`config.mk`:
```
export PLATFORM = sky130hd
export DESIGN_NAME = alu_rr_sequencer
export DESIGN_NICKNAME = d
export VERILOG_FILES = /design/src/rtl/alu_pkg.sv /design/src/rtl/alu4.sv /design/src/rtl/rr_arbiter2.sv /design/src/rtl/alu_rr_sequencer.sv
export SDC_FILE = /design/constraint.sdc
export NUM_CORES = 1
export LEC_CHECK = 0
export ABC_AREA = 1
export CAP_MARGIN = 20
export CORE_UTILIZATION = 30
export DETAILED_ROUTE_END_ITERATION = 8
export HOLD_SLACK_MARGIN = 0.05
export PLACE_DENSITY = 0.53
export SLEW_MARGIN = 15
export SYNTH_ARGS = -nofsm -noshare
export SYNTH_HDL_FRONTEND = slang
export SYNTH_SLANG_ARGS = --single-unit
export TNS_END_PERCENT = 50
```
`constraint.sdc`:
```
create_clock -name clk -period 1.9 [get_ports clk]
set_clock_uncertainty 0.15 [all_clocks]
set_input_delay 0.38 -clock clk [delete_from_list [all_inputs] [get_ports clk]]
set_output_delay 0.38 -clock clk [all_outputs]
set_load 0.01 [all_outputs]
```
`src/rtl/alu_pkg.sv`:
```
// Shared constants and types for the ALU round-robin sequencer.
// Provides operand width, opcode encodings, FSM state type and an
// illegal-opcode helper.
package alu_pkg;

  localparam int unsigned DATA_W = 4;
  localparam int unsigned OP_W   = 3;

  localparam logic [OP_W-1:0] OP_ADD    = 3'b000;
  localparam logic [OP_W-1:0] OP_SUB    = 3'b001;
  localparam logic [OP_W-1:0] OP_AND    = 3'b010;
  localparam logic [OP_W-1:0] OP_OR     = 3'b011;
  localparam logic [OP_W-1:0] OP_XOR    = 3'b100;
  localparam logic [OP_W-1:0] OP_SLT    = 3'b101;
  // Opcodes from OP_ILL_LO upward (110, 111) are illegal.
  localparam logic [OP_W-1:0] OP_ILL_LO = 3'b110;

  typedef enum logic [1:0] {
    S_IDLE = 2'd0,
    S_EXEC = 2'd1,
    S_RESP = 2'd2
  } state_t;

  function automatic logic op_is_illegal(input logic [OP_W-1:0] op);
    return (op >= OP_ILL_LO);
  endfunction

endpackage

```
`src/rtl/alu4.sv`:
```
// Shared combinational 4-bit ALU.
// Ports: op (opcode), a/b (operands) -> result, slt, zero, carry, ovf.
// carry/ovf are meaningful for ADD/SUB only; slt is set only by SLT.
// Illegal opcodes give result 0 (zero=1); callers mask flags themselves.
module alu4
  import alu_pkg::*;
(
  input  logic [OP_W-1:0]   op,
  input  logic [DATA_W-1:0] a,
  input  logic [DATA_W-1:0] b,
  output logic [DATA_W-1:0] result,
  output logic              slt,
  output logic              zero,
  output logic              carry,
  output logic              ovf
);

  localparam int unsigned MSB = DATA_W - 1;

  logic [DATA_W:0] sum;
  logic [DATA_W:0] diff;

  always_comb begin
    sum    = {1'b0, a} + {1'b0, b};
    diff   = {1'b0, a} - {1'b0, b};
    result = '0;
    slt    = 1'b0;
    carry  = 1'b0;
    ovf    = 1'b0;
    case (op)
      OP_ADD: begin
        result = sum[DATA_W-1:0];
        carry  = sum[DATA_W];
        ovf    = (a[MSB] == b[MSB]) && (sum[MSB] != a[MSB]);
      end
      OP_SUB: begin
        result = diff[DATA_W-1:0];
        carry  = diff[DATA_W];
        ovf    = (a[MSB] != b[MSB]) && (diff[MSB] != a[MSB]);
      end
      OP_AND: result = a & b;
      OP_OR:  result = a | b;
      OP_XOR: result = a ^ b;
      OP_SLT: begin
        slt    = ($signed(a) < $signed(b));
        result = DATA_W'(slt);
      end
      default: ;
    endcase
    zero = (result == '0);
  end

endmodule

```
`src/rtl/rr_arbiter2.sv`:
```
// Two-way round-robin grant.
// Ports: req_valid (per-requester), last_grant (previous winner)
//        -> gnt_valid_c (any request), gnt_id_c (winner index).
module rr_arbiter2 (
  input  logic [1:0] req_valid,
  input  logic       last_grant,
  output logic       gnt_valid_c,
  output logic       gnt_id_c
);

  always_comb begin
    gnt_valid_c = |req_valid;
    gnt_id_c    = 1'b0;
    case (req_valid)
      2'b10:   gnt_id_c = 1'b1;
      2'b11:   gnt_id_c = ~last_grant;   // contention: the one not served last
      default: gnt_id_c = 1'b0;
    endcase
  end

endmodule

```
`src/rtl/alu_rr_sequencer.sv`:
```
// Shares one ALU between two requesters with round-robin arbitration.
// Ports: clk, rst_n; req_valid/req_ready per requester with reqN_op/a/b;
//        resp_valid/resp_ready response channel carrying resp_id,
//        resp_result, resp_slt/zero/carry/ovf, resp_err; busy; op_count.
// Flow: IDLE (accept) -> EXEC (ALU outputs registered) -> RESP (hold).
module alu_rr_sequencer
  import alu_pkg::*;
#(
  parameter int unsigned CNT_W = 8
) (
  input  logic              clk,
  input  logic              rst_n,
  input  logic [1:0]        req_valid,
  output logic [1:0]        req_ready,
  input  logic [OP_W-1:0]   req0_op,
  input  logic [DATA_W-1:0] req0_a,
  input  logic [DATA_W-1:0] req0_b,
  input  logic [OP_W-1:0]   req1_op,
  input  logic [DATA_W-1:0] req1_a,
  input  logic [DATA_W-1:0] req1_b,
  output logic              resp_valid,
  input  logic              resp_ready,
  output logic              resp_id,
  output logic [DATA_W-1:0] resp_result,
  output logic              resp_slt,
  output logic              resp_zero,
  output logic              resp_carry,
  output logic              resp_ovf,
  output logic              resp_err,
  output logic              busy,
  output logic [CNT_W-1:0]  op_count
);

  state_t            state;
  state_t            state_next;
  logic              gnt_valid;
  logic              gnt_id;
  logic              accept;
  logic              last_grant;
  logic [OP_W-1:0]   op_q;
  logic [DATA_W-1:0] a_q;
  logic [DATA_W-1:0] b_q;
  logic              id_q;
  logic [DATA_W-1:0] alu_result;
  logic              alu_slt;
  logic              alu_zero;
  logic              alu_carry;
  logic              alu_ovf;
  logic              illegal;

  rr_arbiter2 u_arb (
    .req_valid   (req_valid),
    .last_grant  (last_grant),
    .gnt_valid_c (gnt_valid),
    .gnt_id_c    (gnt_id)
  );

  alu4 u_alu (
    .op     (op_q),
    .a      (a_q),
    .b      (b_q),
    .result (alu_result),
    .slt    (alu_slt),
    .zero   (alu_zero),
    .carry  (alu_carry),
    .ovf    (alu_ovf)
  );

  assign illegal = op_is_illegal(op_q);

  // State register.
  always_ff @(posedge clk or negedge rst_n) begin
    if (!rst_n) state <= S_IDLE;
    else        state <= state_next;
  end

  // Next state and accept strobe; req_ready is only ever raised in IDLE.
  always_comb begin
    state_next = state;
    req_ready  = 2'b00;
    accept     = 1'b0;
    case (state)
      S_IDLE: begin
        if (gnt_valid) begin
          req_ready  = 2'(2'b01 << gnt_id);
          accept     = 1'b1;
          state_next = S_EXEC;
        end
      end
      S_EXEC: state_next = S_RESP;
      S_RESP: if (resp_ready) state_next = S_IDLE;
      default: state_next = S_IDLE;
    endcase
  end

  // Operand latch, registered response, status and counter.
  always_ff @(posedge clk or negedge rst_n) begin
    if (!rst_n) begin
      op_q        <= '0;
      a_q         <= '0;
      b_q         <= '0;
      id_q        <= 1'b0;
      last_grant  <= 1'b1;
      resp_valid  <= 1'b0;
      resp_id     <= 1'b0;
      resp_result <= '0;
      resp_slt    <= 1'b0;
      resp_zero   <= 1'b0;
      resp_carry  <= 1'b0;
      resp_ovf    <= 1'b0;
      resp_err    <= 1'b0;
      busy        <= 1'b0;
      op_count    <= '0;
    end else begin
      if (accept) begin
        op_q       <= gnt_id ? req1_op : req0_op;
        a_q        <= gnt_id ? req1_a  : req0_a;
        b_q        <= gnt_id ? req1_b  : req0_b;
        id_q       <= gnt_id;
        last_grant <= gnt_id;
      end
      if (state == S_EXEC) begin
        // Illegal opcodes report err with result and every flag cleared.
        resp_id     <= id_q;
        resp_result <= illegal ? '0 : alu_result;
        resp_slt    <= ~illegal & alu_slt;
        resp_zero   <= ~illegal & alu_zero;
        resp_carry  <= ~illegal & alu_carry;
        resp_ovf    <= ~illegal & alu_ovf;
        resp_err    <= illegal;
      end
      if (state == S_RESP && resp_ready) op_count <= op_count + CNT_W'(1);
      resp_valid <= (state_next == S_RESP);
      busy       <= (state_next != S_IDLE);
    end
  end

endmodule

```
==> metrics.txt, run 1 <==
Final Max Tran Viols 0; Adder-Cell Fraction of Synth Area 0.0987; TNS Setup -7.66 ps; CTS Sinks 35; ys async rst share 1.00; ANT nets after route 0; synthesized flop and latch total 35; max incr delay on CP 500 ps; Synth top cells by count nand2_1 (70), dfrtp_1 (34), inv_1 (29), nor2_1 (26), o21ai_0 (16); maximum vdd drop 0.000618 V; Mapped Area 2050 um2; post-synthesis simple-gate area fraction 0.259; ys flop type dfrtp_1; Post-Syn Instances 256; Leak Pwr 0.00139 uW; area grow syn2layout 40.4%; area of the core 6490 um2; Int Pwr 2610 uW; max-cap violations 0; Critical Path Slowest Stage Cell fa_2; Inserted Clock Buffers 5; crit start category flop; Total Power 4720 uW; clk buf depth 2; combinational power share 0.606; r2r worst-path depth 9; Net Count, Synth 298; Net Sw Frac 0.448; layout cells sized above 1 0.165; WP data required 1970 ps; worst reg2reg startpoint b_q[0]$_DFFE_PN0P_; die area 7180 um2; H-tree level count 2; Die X 84.7 um; mux share of post-synthesis cell area 0.00548; Synth Area in Compound Gates 0.106; endpoint type of the worst setup path flop; Hold WS 299 ps; non-filler instance count after layout 404; Final WS setup -7.66 ps; post-synth cell types 32; DRC Markers 2; Worst path most repeated cell nand2_1; Fmax 524 MHz; Final setup viols 1; sequential power share 0.282; main area contributors after synthesis dfrtp_1 (41%), nand2_1 (13%), ha_1 (7.9%), inv_1 (5.3%), nor2_1 (4.8%); largest family of logic cells by synthesized area simple AND/OR/NAND/NOR gates; initial antenna violation count 0; die height 84.7 um; I/O Buffers 48; Worst Setup SP b_q[0]$_DFFE_PN0P_; Routed WL 4840 um; Warnings, synthesis 0; Synth area leader dfrtp_1; Core Rows 29; largest net degree at the start of global routing 36; register area share after synthesis 0.427; sw power 2120 uW; DPL Wire Length 3780 um; Skew-Pair Late Insertion Delay 290 ps; TritonCTS clock tree yes; Synth top area share 0.414; Pwr Density 1640 nW/um2; vias 1851; post-DR wirelength/cell 12.0 um; post-place setup slack -312 ps; diode count 0; period utilization 1.00; Worst EP arrival 1980 ps; status finished with violations; Layout Nets 368; gr usage total 0.144; HP Class in2async; Placer Congestion 0.810; RSZ-0062 raised after global routing true; Clock power frac 0.112; minimum clock period 1910 ps; aggregate global routing overflow 0; actual slew at the worst max-slew pin 356 ps; vias per cell 4.58; R2R Path End resp_zero$_DFFE_PN0N_; crit path max fanout 3; num ports 49; xor and xnor fraction of the mapped netlist area 0.0299; Post-synth EDFFs 0; Slew HR 0.763; Initial Utilization 0.316; syn_area_per_cell 8.02 um2; crit path capture resp_zero$_DFFE_PN0N_; count leader, synth nand2_1; failing checks design-rule violations, negative setup slack; Pre-antenna DRT Iters 8; number of global-route vias before repair 1785; FF-to-FF setup slack -8 ps; DR iter-0 viols 43; crit path cell chain ha_4 -> fa_2 -> nand3b_1 -> nand3_1 -> nor2_2 -> nand2_1 -> nor2_1 -> nand2_1 -> nand2_1; global-route wire length before repair 8140 um; clk slew on worst S/H paths 80 ps; Root Buffer clkbuf_8; cell total after placement 395; critical path type reg2reg; Final Hold Fails 0; fill count 669
placed cells by master (no fill, tap or decap), drive strengths merged, types with 7 or more instances in the layout:
cell type / Yosys / layout
a21oi: 7 / 7
buf: 3 / 19
clkbuf: 1 / 7
clkdlybuf4s50: 0 / 44
dfrtp: 34 / 34
ha: 13 / 13
inv: 33 / 33
nand2: 71 / 71
nand3: 14 / 14
nor2: 29 / 29
o211ai: 8 / 8
o21ai: 17 / 17
sequential cells by signal, summed over array words and instances (netlist names):
name / count
last_grant: 1
resp_zero: 1
id_q: 1
op_count: 8
resp_ovf: 1
a_q: 4
op_q: 3
resp_slt: 1
b_q: 4
resp_id: 1
resp_carry: 1
resp_result: 4
resp_err: 1
state: 2
resp_valid: 1
busy: 1
metal layers:
| layer | vias up | track usage | wire (um) |
|---|---|---|---|
| li1 | 958 | - | - |
| met2 | 46 | 0.234 | 2220 |
| met1 | 843 | 0.189 | 2350 |
| met3 | 4 | 0.0364 | 210 |
| met5 | - | 0 | 0 |
| met4 | 0 | 0.0462 | 57 |
cell families (layout without fill, tap and decap cells):
logic type | Yosys count | in the layout
AOI/OAI and AO/OA | 37 | 37
and+or+nand+nor | 124 | 124
muxes | 1 | 1
adders and majority gates | 15 | 15
buffers and inverters | 37 | 108
DFF | 35 | 35
xor gates and xnor gates | 7 | 7
through the flow:
stage               utilization  instance area (um2)
finish                    0.444                 2880
global route              0.444                 2880
CTS                       0.437                 2840
detailed placement        0.423                 2750
global placement          0.423                 2750
floorplan                     -                 2050
worst max-delay path, delay by kind of cell, from the launching register on:
family | cells | cell delay, ps
flops | 1 | 430
fa+ha+maj | 2 | 680
simple gates | 7 | 590
cell type report:
type / count / area (um2) / share of cell area
multi-input cells: 184 / 1060 / 0.369
flip-flops and latches: 35 / 878 / 0.305
repair buffers: 67 / 634 / 0.220
inverters: 33 / 124 / 0.0430
well taps: 77 / 96.3 / 0.0334
clock buffers: 6 / 72.6 / 0.0252
clock inverters: 2 / 12.5 / 0.00434
power by group through the flow:
stage	Clock, uW	Combinational (uW)	Sequential, uW
2_1_floorplan	0	1650	1350
3_3_place_gp	0	2750	1330
3_5_place_dp	0	2780	1340
4_1_cts	546	2780	1320
5_1_grt	575	3230	1390
6_report	528	2860	1330
what timing repair did:
item,4_1_cts,5_1_grt
hold buffers,0,0
setup buffers,0,1
pin swaps,1,3
gates resized for setup,3,19
endpoints found under the setup margin,4,9
worst min-delay path by stage:
stage / start / endpoint / slack (ps) / cells after the start
floorplan: rst_n / a_q[0]$_DFFE_PN0P_ / -70 / 0
global placement: op_count[7]$_DFFE_PN0P_ / op_count[7]$_DFFE_PN0P_ / 310 / 1
detailed placement: op_count[7]$_DFFE_PN0P_ / op_count[7]$_DFFE_PN0P_ / 320 / 1
CTS: rst_n / b_q[1]$_DFFE_PN0P_ / 310 / 2
global route: rst_n / a_q[1]$_DFFE_PN0P_ / 320 / 2
finish: rst_n / a_q[1]$_DFFE_PN0P_ / 300 / 2
No activity file was read; power rests on OpenSTA's default activity.
==> run 2: changes to the inputs <==
Settings changed: CORE_UTILIZATION 30 to 45, PLACE_DENSITY 0.53 to 0.74, SKIP_LAST_GASP set to 1.
==> run 2 against run 1 <==
Against the previous run: the run ends with negative setup slack left; final cell count is 6.4% lower; utilization is 22 points higher; sequential power hardly changed; setup slack worse by 63 ps; largest power group unchanged; sequential share of layout area is 0.48 points lower; sequential cell count stayed put; critical path type unchanged; largest cell class unchanged; critical endpoint unchanged; non-clock buffer count is 1 lower.
==> metrics.txt, run 2 (synthesis gave the netlist of run 1 again) <==
status finished with violations; failing checks negative setup slack; hold_buf cts 0; area of the core 4380 um2; CTS Sinks 35; Leak Pwr 0.00141 uW; TritonCTS clock tree yes; gr usage total 0.198; max-cap violations 0; Layout Nets 367; met1 Use GR 0.273; layout cells sized above 1 0.175; post-place setup slack -329 ps; placed cell area 2710 um2; grt met2 use 0.319; Slew HR 0.758; TNS Setup -70.5 ps; fill count 384; grt peak-use layer met2; crit path cell chain ha_4 -> fa_2 -> nand3b_1 -> nand3_1 -> nor2_2 -> nand2_1 -> nor2_1 -> nand2_1 -> nand2_1; Hold WS 310 ps; fin area 2930 um2; Core Rows 24; period utilization 1.04; H-tree level count 2; crit-path leading delay family adder cells; Pre-antenna DRT Iters 5; commonest non-fill, non-tap cell in the layout nand2_1; diode count 0; vias 1849; DPL Wire Length 3360 um; clk slew on worst S/H paths 70 ps; HP Class in2async; worst path buffer plus inverter count 0; r2r worst-path depth 9; Initial Utilization 0.468; num ports 49; non-filler instance count after layout 378; most frequent cells in the layout nand2_1 (65), clkdlybuf4s50_1 (44), dfrtp_1 (33); Final Hold Fails 0; WP data required 1970 ps; post-DR wirelength/cell 11.9 um; Placer Congestion 0.870; aggregate global routing overflow 0; Worst path most repeated cell nand2_1; Critical Path Slowest Stage Cell fa_2; Final setup viols 1; Top reg by flops op_count; met3 Usage GRT 0.0305; max reg flops 8; cell total after placement 369; Final Max Tran Viols 0; clk buf depth 2; crit path max fanout 3; crit start category flop; minimum clock period 1970 ps; vias per cell 4.89; global-route wire length before repair 7710 um; Root Buffer clkbuf_8; RSZ-0062 raised after global routing true; Pwr Density 1720 nW/um2; Routed WL 4480 um; Die X 69.5 um; endpoint type of the worst setup path flop; Skew-Pair Late Insertion Delay 280 ps; area grow syn2layout 42.7%; DRC Markers 0; Fmax 507 MHz; Worst EP arrival 2040 ps; WP depth 9; I/O Buffers 48; number of global-route vias before repair 1739; DR iter-0 viols 69; die area 4840 um2; largest net degree at the start of global routing 36; actual slew at the worst max-slew pin 363 ps; critical path type reg2reg; initial antenna violation count 0; max incr delay on CP 550 ps; die height 69.5 um; Inserted Clock Buffers 5; ANT nets after route 0; maximum vdd drop 0.000728 V; Final WS setup -70.5 ps
[run 2: where the power goes]
| group | internal, uW | switching, uW | total, uW |
|---|---|---|---|
| sequential | 1070 | 270 | 1340 |
| combinational | 1320 | 1570 | 2900 |
| clock | 525 | 269 | 794 |
[run 2: path summary, 6_finish.rpt]
path	slack, ps	endpoint	from
min reg2reg	330	resp_result[2]$_DFFE_PN0N_	resp_result[2]$_DFFE_PN0N_
max	-70	resp_zero$_DFFE_PN0N_	b_q[0]$_DFFE_PN0P_
min	310	resp_id$_DFFE_PN0N_	rst_n
min in group clk	330	resp_result[2]$_DFFE_PN0N_	resp_result[2]$_DFFE_PN0N_
max reg2reg	-70	resp_zero$_DFFE_PN0N_	b_q[0]$_DFFE_PN0P_
max in group asynchronous	1040	last_grant$_DFFE_PN1P_	rst_n
[run 2: what timing repair did]
action                                  4_1_cts  5_1_grt
pin swaps                                     0        6
endpoints found under the setup margin        5       10
hold endpoints to repair                      0        0
gates resized for setup                       2       27
buffers inserted                              0        1
[run 2: through the flow]
stage	utilization	power, uW
finish	0.668	5030
global route	0.668	5480
CTS	0.648	4800
detailed placement	0.618	3990
global placement	0.618	3930
floorplan	-	3000
[run 2: routing by layer]
metal	part of all wire	wire length, um	up-vias
li1	-	-	960
met4	0.012	53	0
met5	0	0	-
met3	0.031	140	5
met2	0.48	2150	44
met1	0.48	2140	840
[run 2: cell type report]
type	instances	area (um2)	share of cell area
multi-input cells	184	1100	0.376
flip-flops and latches	35	878	0.300
repair buffers	66	627	0.214
inverters	33	124	0.0423
clock buffers	6	72.6	0.0248
well taps	52	65.1	0.0222
clock inverters	2	60.1	0.0205
==> run 3: changes to the inputs <==
Settings changed: TNS_END_PERCENT 50 to unset.
==> run 3 against run 2 <==
Against the previous run: the run still ends with negative setup slack left; critical path type unchanged; non-clock buffer count is 3 higher; sequential power is essentially flat; final area up 1.3%; largest power group unchanged.
==> metrics.txt, run 3 (synthesis gave the netlist of run 1 again) <==
crit path cell chain ha_4 -> fa_2 -> nand3b_1 -> nand3_1 -> nor2_2 -> nand2_1 -> nor2_1 -> nand2_1 -> nand2_1; Final setup viols 2; I/O Buffers 48; period utilization 1.04; H-tree level count 2; Total Power 5100 uW; CTS Sinks 35; Root Buffer clkbuf_8; Worst EP arrival 2040 ps; RSZ-0062 raised after global routing true; Pre-antenna DRT Iters 4; global-route wire length before repair 7730 um; Placer Congestion 0.870; die area 4840 um2; Die X 69.5 um; area of the core 4380 um2; Final WS setup -69.7 ps; ANT nets after route 0; status finished with violations; layout cells sized above 1 0.182; largest net degree at the start of global routing 36; DPL Wire Length 3360 um; Leak Pwr 0.00143 uW; endpoint type of the worst setup path flop; diode count 0; Top reg by flops op_count; fin area 2970 um2; placed cell area 2710 um2; DR iter-0 viols 61; vias per cell 4.92; worst path buffer plus inverter count 0; Core Rows 24; Final Hold Fails 0; HP Class in2async; gr usage total 0.198; max incr delay on CP 550 ps; post-DR wirelength/cell 11.9 um; WP data required 1970 ps; Worst path most repeated cell nand2_1; crit path max fanout 3; num ports 49; Critical Path Slowest Stage Cell fa_2; area grow syn2layout 44.5%; max-cap violations 0; WP depth 9; DRC Markers 0; r2r worst-path depth 9; crit-path leading delay family adder cells; critical path type reg2reg; maximum vdd drop 0.000746 V; aggregate global routing overflow 0; most frequent cells in the layout nand2_1 (65), clkdlybuf4s50_1 (44), dfrtp_1 (32); Routed WL 4520 um; actual slew at the worst max-slew pin 361 ps; commonest non-fill, non-tap cell in the layout nand2_1; max reg flops 8; vias 1876; die height 69.5 um; Skew-Pair Late Insertion Delay 280 ps; Layout Nets 370; Slew HR 0.760; Final Max Tran Viols 0; TritonCTS clock tree yes; clk buf depth 2; clk slew on worst S/H paths 70 ps; Pwr Density 1720 nW/um2; crit start category flop; number of global-route vias before repair 1747; Fmax 508 MHz; minimum clock period 1970 ps; failing checks negative setup slack; Initial Utilization 0.468; hold_buf cts 0; initial antenna violation count 0; Inserted Clock Buffers 5
[run 3: cell types whose count changed in the layout (fill, tap and decap cells not counted), sizes merged]
| cell | previous run | this run |
|---|---|---|
| buf | 18 | 21 |
| clkbuf | 7 | 6 |
| dlygate4sd2 | 1 | 2 |
[run 3: power by group]
part | total [uW] | switching, uW | leakage, uW | internal, uW
Sequential | 1340 | 272 | 0.000439 | 1070
Clock | 793 | 269 | 0.0000654 | 525
Combinational | 2960 | 1590 | 0.000923 | 1370
[run 3: cell type report]
type | instances | area (um2)
sequential | 35 | 880
timing repair buffer | 69 | 653
clock buffer | 6 | 72.6
fill | 382 | 1420
clock inverter | 2 | 60.1
tap | 52 | 65.1
multi-input combinational | 184 | 1110
inverter | 33 | 124
[run 3: routing by layer]
layer / global-route usage / routed length (um) / up-vias
li1: - / - / 968
met1: 0.273 / 2160 / 861
met2: 0.321 / 2200 / 42
met3: 0.0305 / 102 / 5
met4: 0.0612 / 53 / 0
met5: 0 / 0 / -
[run 3: path summary, 6_finish.rpt]
check	to	slack (ps)	startpoint
setup / recovery	resp_zero$_DFFE_PN0N_	-70	b_q[0]$_DFFE_PN0P_
hold reg to reg	resp_result[2]$_DFFE_PN0N_	330	resp_result[2]$_DFFE_PN0N_
setup reg to reg	resp_zero$_DFFE_PN0N_	-70	b_q[0]$_DFFE_PN0P_
max in group asynchronous	last_grant$_DFFE_PN1P_	1040	rst_n
min in group clk	resp_result[2]$_DFFE_PN0N_	330	resp_result[2]$_DFFE_PN0N_
hold / removal	resp_id$_DFFE_PN0N_	310	rst_n
[run 3: stage by stage]
stage | utilization | worst slack (ps) | hold slack [ps] | cells | setup TNS, ps
floorplan | - | 87.4 | -65.6 | 256 | 0
global placement | 0.618 | -335 | 308 | 369 | -639
detailed placement | 0.618 | -329 | 316 | 369 | -679
CTS | 0.651 | -113 | 319 | 377 | -146
global route | 0.677 | -131 | 336 | 381 | -489
finish | 0.677 | -69.7 | 310 | 381 | -110
[run 3: what timing repair did]
action / 4_1_cts / 5_1_grt
resized for setup: 7 / 21
cloned: 0 / 0
pin swaps: 2 / 9
setup endpoints to repair: 5 / 8
setup buffers: 0 / 4
